### src/rtl/signed_divider_pkg.sv
// signed_divider_pkg
//   Shared definitions for the signed restoring divider.
//   - DEFAULT_L : default operand/result width
//   - state_t   : controller state encoding (IDLE, ITER, SIGN)
package signed_divider_pkg;

   localparam int DEFAULT_L = 16;

   typedef enum logic [1:0] {
      IDLE = 2'd0,
      ITER = 2'd1,
      SIGN = 2'd2
   } state_t;

endpackage

### src/rtl/divider_step.sv
// divider_step
//   One restoring shift/subtract step on unsigned magnitudes.
//   The dividend occupies quo_in.  Its MSB shifts into the partial
//   remainder, and the new quotient bit shifts in at the LSB.
//   Ports:
//     rem_in  [l:0]   partial remainder before the step
//     quo_in  [l-1:0] dividend/quotient shift register before the step
//     divisor [l-1:0] divisor magnitude
//     rem_out [l:0]   partial remainder after the step
//     quo_out [l-1:0] shift register after the step
module divider_step #(
   parameter int l = 16
) (
   input  logic [l:0]   rem_in,
   input  logic [l-1:0] quo_in,
   input  logic [l-1:0] divisor,
   output logic [l:0]   rem_out,
   output logic [l-1:0] quo_out
);

   logic [l+1:0] trial;
   logic [l+1:0] diff;

   always_comb begin
      trial = {rem_in, quo_in[l-1]};
      diff  = trial - {2'b00, divisor};
      // A clear top bit on the difference means trial >= divisor: keep it.
      if (!diff[l+1]) begin
         rem_out = diff[l:0];
         quo_out = {quo_in[l-2:0], 1'b1};
      end else begin
         rem_out = trial[l:0];
         quo_out = {quo_in[l-2:0], 1'b0};
      end
   end

endmodule

### src/rtl/signed_divider.sv
// signed_divider
//   Multi-cycle two's-complement divider with a fixed latency.  The
//   quotient is truncated toward zero, and the remainder takes the sign
//   of the dividend.
//   Ports:
//     CLK, RST      clock, synchronous active-high reset
//     Start         request; accepted only while Ready
//     A, B [l-1:0]  dividend, divisor (signed)
//     Ready         idle and able to accept Start
//     Q, Rem        registered quotient / remainder
//     Done          one-cycle pulse marking results valid
//     DivZero       divisor was zero (valid with Done)
module signed_divider
   import signed_divider_pkg::*;
#(
   parameter int l = DEFAULT_L
) (
   input  logic         CLK,
   input  logic         RST,
   input  logic         Start,
   input  logic [l-1:0] A,
   input  logic [l-1:0] B,
   output logic         Ready,
   output logic [l-1:0] Q,
   output logic [l-1:0] Rem,
   output logic         Done,
   output logic         DivZero
);

   localparam int CW = $clog2(l + 1);

   state_t state_reg, state_next;

   logic [CW-1:0] count_reg;
   logic [l:0]    prem_reg;      // partial remainder
   logic [l-1:0]  quo_reg;       // dividend shifting out, quotient shifting in
   logic [l-1:0]  divisor_reg;
   logic          sign_a_reg;
   logic          sign_b_reg;
   logic          zero_b_reg;

   logic [l-1:0]  q_reg;
   logic [l-1:0]  rem_reg;
   logic          done_reg;
   logic          divzero_reg;

   logic [l:0]    step_rem;
   logic [l-1:0]  step_quo;
   logic [l-1:0]  a_mag;
   logic [l-1:0]  b_mag;

   // The magnitude of the most negative value is its own bit pattern.
   // Read as unsigned, this is 2^(l-1), so no saturation is needed.
   assign a_mag = A[l-1] ? -A : A;
   assign b_mag = B[l-1] ? -B : B;

   divider_step #(.l(l)) u_step (
      .rem_in  (prem_reg),
      .quo_in  (quo_reg),
      .divisor (divisor_reg),
      .rem_out (step_rem),
      .quo_out (step_quo)
   );

   always_ff @(posedge CLK) begin
      if (RST) state_reg <= IDLE;
      else     state_reg <= state_next;
   end

   always_comb begin
      state_next = state_reg;
      case (state_reg)
         IDLE: if (Start) state_next = ITER;
         ITER: if (count_reg == CW'(1)) state_next = SIGN;
         SIGN: state_next = IDLE;
         default: state_next = IDLE;
      endcase
   end

   always_ff @(posedge CLK) begin
      if (RST) begin
         count_reg   <= '0;
         prem_reg    <= '0;
         quo_reg     <= '0;
         divisor_reg <= '0;
         sign_a_reg  <= 1'b0;
         sign_b_reg  <= 1'b0;
         zero_b_reg  <= 1'b0;
         q_reg       <= '0;
         rem_reg     <= '0;
         done_reg    <= 1'b0;
         divzero_reg <= 1'b0;
      end else begin
         done_reg <= 1'b0;
         case (state_reg)
            IDLE: begin
               if (Start) begin
                  count_reg   <= CW'(l);
                  prem_reg    <= '0;
                  quo_reg     <= a_mag;
                  divisor_reg <= b_mag;
                  sign_a_reg  <= A[l-1];
                  sign_b_reg  <= B[l-1];
                  zero_b_reg  <= (B == '0);
               end
            end
            ITER: begin
               count_reg <= count_reg - CW'(1);
               prem_reg  <= step_rem;
               quo_reg   <= step_quo;
            end
            SIGN: begin
               // A zero divisor reports all ones in Q.  Rem is |A| given
               // the dividend's sign back, which is A itself.
               if (zero_b_reg)
                  q_reg <= '1;
               else if (sign_a_reg ^ sign_b_reg)
                  q_reg <= -quo_reg;
               else
                  q_reg <= quo_reg;
               rem_reg     <= sign_a_reg ? -prem_reg[l-1:0] : prem_reg[l-1:0];
               divzero_reg <= zero_b_reg;
               done_reg    <= 1'b1;
            end
            default: ;
         endcase
      end
   end

   assign Ready   = (state_reg == IDLE);
   assign Q       = q_reg;
   assign Rem     = rem_reg;
   assign Done    = done_reg;
   assign DivZero = divzero_reg;

endmodule

### config.mk
export PLATFORM = sky130hd
export DESIGN_NAME = signed_divider
export DESIGN_NICKNAME = d
export VERILOG_FILES = /design/src/rtl/signed_divider_pkg.sv /design/src/rtl/divider_step.sv /design/src/rtl/signed_divider.sv
export SDC_FILE = /design/constraint.sdc
export NUM_CORES = 1
export LEC_CHECK = 0
export CORE_ASPECT_RATIO = 0.8
export CORE_MARGIN = 2
export CORE_UTILIZATION = 44
export CTS_CLUSTER_SIZE = 14
export DETAILED_ROUTE_END_ITERATION = 16
export PLACE_DENSITY = 0.66
export SYNTH_ARGS = -nofsm -noshare
export SYNTH_HDL_FRONTEND = slang
export SYNTH_SLANG_ARGS = --single-unit
### constraint.sdc
create_clock -name CLK -period 3 [get_ports CLK]
set_clock_uncertainty 0.1 [all_clocks]
set_input_delay 0.9 -clock CLK [delete_from_list [all_inputs] [get_ports CLK]]
set_output_delay 0.9 -clock CLK [all_outputs]
set_load 0.01 [all_outputs]
==> results.txt <==
The worst hold path was traced through 2 stages. The overflow left after global routing came out at 0. The count of yosys warnings during synthesis came out at 0. The maximum clock path buffer count is 2. On the critical path, the stage with the largest delay is an instance of or4_4. The tightest min-delay check is of the reg -> reg type. The path with the worst hold slack has its endpoint at DivZero. The worst-margin pin slew is 1.19 ns. The maximum number of pins on one net before global-route repair is 52. In this run the core area contains 36 standard-cell rows. The clock-pin slew reported for the worst setup and hold paths after clock tree synthesis is 0.07 ns. The number of CTS-inserted buffers is 9. Counting every sink on the clock net gives 93. Input and output buffers added on the ports amount to 69. Walking the worst path, the cells encountered are clkdlybuf4s50_1, or3_4, or4_4, o41ai_4, xnor2_1, a222oi_1, nor2_1. The startpoint identified for the worst hold timing path is DivZero. The post-route antenna net violation count came out at 0. The area enclosed by the die boundary came out at 13400 um^2. The run finished with clean final reports. The number of enable-type register cells in the synthesized netlist came out at 0. For the worst-skew pair, the clock arrives at the later sink with an insertion delay of 0.35 ns. The endpoint of the worst register-to-register path is prem_reg[16].

The half-perimeter wire length after detailed placement is 11000 um. The number of global-route vias before repair was 4754. The instance area at placement is 6600 um^2. The logic depth of the worst register-to-register path is 11. The fraction of synthesized cell area taken by the top area cell type is 33.8%.

The overall routing resource usage came out at 21.5%. The number of antenna diodes in the final layout is 0. In this run the worst path has a maximum fanout of 3. The largest single stage delay on the critical path is 0.51 ns. Summed over all cells, the static leakage comes to 0.00267 uW. In this run the cell area of the synthesized design comes to 5500 um^2. The critical path in this run is classified as in -> reg. The count of pins over their slew limit is 0.

TritonCTS built the clock tree. Post-CTS timing repair inserted 0 buffers for setup. The first-pass GRT wire length is 23600 um.

At the end of the flow, the number of nets in the layout was 840. The cell at the root of the clock tree is clkbuf_16. The floorplan step set the die height to 104 um.

The final design instance area without fill came out at 6950 um^2. The number of remaining DRC errors came out at 0. The minimum hold slack is 0.378 ns.

Overall power consumption after layout is estimated at 5400 uW. Wires add up to 14200 um. Of all cell types, the one taking the most synthesized area is dfxtp_1. Data arrives at the worst endpoint at 3.04 ns.

The gate count after technology mapping came out at 700. The vias per cell came out at 5.47. Synthesis produced a netlist with a net count of 758.

The proportion of synthesized flip-flops having asynchronous set or reset came out at 0%. The beginning of the worst register-to-register path is quo_reg[15]. The number of iterations in the first detailed-routing pass came out at 7. Each instance of the synthesized netlist takes up on average 7.86 um^2.

Leaving out fill and tap cells, the most frequent cells in the layout are 94 x nor2_1, 93 x dfxtp_1, 76 x nand2_1, 67 x clkdlybuf4s50_1, 45 x buf_4. The register-to-register setup slack is 0.16 ns. The worst slew slack as a fraction of its limit came out at 20.3%.

The total count of hold-check failures in the final report is 0. IR analysis of the VDD net gives a maximum drop of 392 uV. Setup repair after global routing left no endpoint under its margin. In this run, distinct cell masters in the synthesized netlist total 57. The initial utilization of the core area, before any placement, comes to 45.1%. The number of buffers and inverters on the critical path came out at 1.

The initial antenna violation count is 0. STA classifies the critical path endpoint as a register. The worst path in the final design needs a cycle of 2.92 ns, including I/O delays and setup. The average wire length per cell after detail routing came out at 14.8 um.

70 I/O pins were placed. The sequential area share after synthesis came out at 33.8%. The flip-flop count of the largest register after layout is 17. After clock tree synthesis, the flow added hold-fix buffers numbering 0. The register bit total from synthesis came out at 93.

Across the run, the number of max-cap violations was 0. At the end of routability-driven placement, the weighted congestion stood at 0.881. The combined area of the multi-input logic cells came out at 3380 um^2. The most common flop cell mapped by yosys is dfxtp_1.

The filler cell count in the final layout came out at 1106. The worst setup path is launched from an input port. The share of final-layout standard cells stronger than drive strength 1 is 9.66%. The library cell used most frequently in the layout, excluding fill and tap cells, is nor2_1. Yosys attributes the largest share of cell area to dfxtp_1 34%, xor2_1 6.8%, nor2_1 6.4%. The placeable core area is 12200 um^2. The area overhead of the layout relative to synthesis is 26.4%. Dividing total power by cell area gives a power density of 776 nW/um^2. The share of the cycle needed by the critical path after routing came out at 97.3%. The required time at the endpoint of the critical path came out at 3.12 ns. The highest clock rate is 0.343 GHz. The die span in x is 129 um.

The final number of setup-violating endpoints is 0. The overall via count from detail_route is 5245. The number of DRC markers after the initial detailed-route iteration is 411. The combined flip-flop and latch cell area is 1860 um^2.

In the final timing run, aggregate negative setup slack is 0 ns. The level count of the clock H-tree is 3. The kind of cell adding the most delay to the critical path is simple AND/OR/NAND/NOR gates.
==> where the power goes <==
group,leakage (uW),internal [uW],total (uW),switching (uW)
Combinational,0.00176,1070,2640,1570
Sequential,0.000757,1370,1550,178
Clock,0.000149,668,1200,534
==> worst register-to-register path, cell delays in order (launching register included) <==
cell      delay [ns]
dfxtp_1         0.31
inv_1           0.11
ha_1            0.17
inv_1           0.05
fa_1            0.40
a21o_1          0.21
a221oi_1        0.27
buf_4           0.20
o32ai_1         0.15
a311oi_1        0.47
o211a_1         0.22
nand3_1         0.07
==> kinds of logic (layout without fill, tap and decap cells) <==
logic type / Yosys count / count (layout) / synth area share (%)
AND/OR/NAND/NOR: 265 / 265 / 22.1
multiplexers: 3 / 3 / 0.568
XOR/XNOR: 68 / 68 / 10.8
AO/OA/AOI/OAI: 172 / 172 / 21.8
flip-flops: 93 / 93 / 33.8
adder cells (fa/ha/maj): 23 / 23 / 5.37
buffers and inverters: 76 / 163 / 5.48
==> Yosys cell counts (5+ instances only) <==
master    count
nor2_1       94
dfxtp_1      93
nand2_1      76
xor2_1       43
clkbuf_1     39
a211oi_1     33
inv_1        31
a21oi_1      30
o21ai_0      25
xnor2_1      25
ha_1         22
nor3_1       21
o211ai_1     16
nand4_1      15
a222oi_1     14
o31ai_1      13
nand2b_1     11
nand3_1      10
o22ai_1      10
nor4_1        7
or3_1         7
nor2b_1       5
or4_1         5
==> metal layers <==
metal | routed length, um | part of all wire (%) | global-route usage [%] | vias to the layer above
li1 | - | - | - | 2675
met1 | 7360 | 52 | 32.6 | 2399
met2 | 5920 | 42 | 31.5 | 156
met3 | 775 | 5.5 | 3.40 | 15
met4 | 159 | 1.1 | 5.98 | 0
met5 | 0 | 0 | 0 | -
==> cell type report <==
cell class                      count  share of cell area (%)
Clock inverter                      7                    1.33
Inverter                           31                    1.67
Sequential cell                    93                    26.8
Multi-Input combinational cell    531                    48.6
Tap cell                          171                    3.08
Timing Repair Buffer              116                    15.3
Clock buffer                        9                    3.24
==> what timing repair did <==
item,in CTS,in global routing
resized for setup,0,6
endpoints found under the setup margin,0,3
hold endpoints to repair,0,0
==> stage by stage <==
stage               setup WS (ns)  cells  utilization (%)
global route              0.00211    958             57.0
global placement           -0.240    942             54.1
finish                     0.0809    958             57.0
detailed placement         -0.290    942             54.1
floorplan                   0.259    700                -
CTS                        0.0692    958             56.7
==> worst max path at each step <==
stage                  end  start  cells after the start
5_1_grt        quo_reg[14]   A[8]                      7
3_3_place_gp   quo_reg[14]   A[4]                      8
6_report       quo_reg[14]   A[8]                      7
4_1_cts        quo_reg[14]   A[4]                      8
3_5_place_dp   quo_reg[14]   A[4]                      8
2_1_floorplan  quo_reg[14]   A[4]                      7
(Power assumes the default switching activity.)
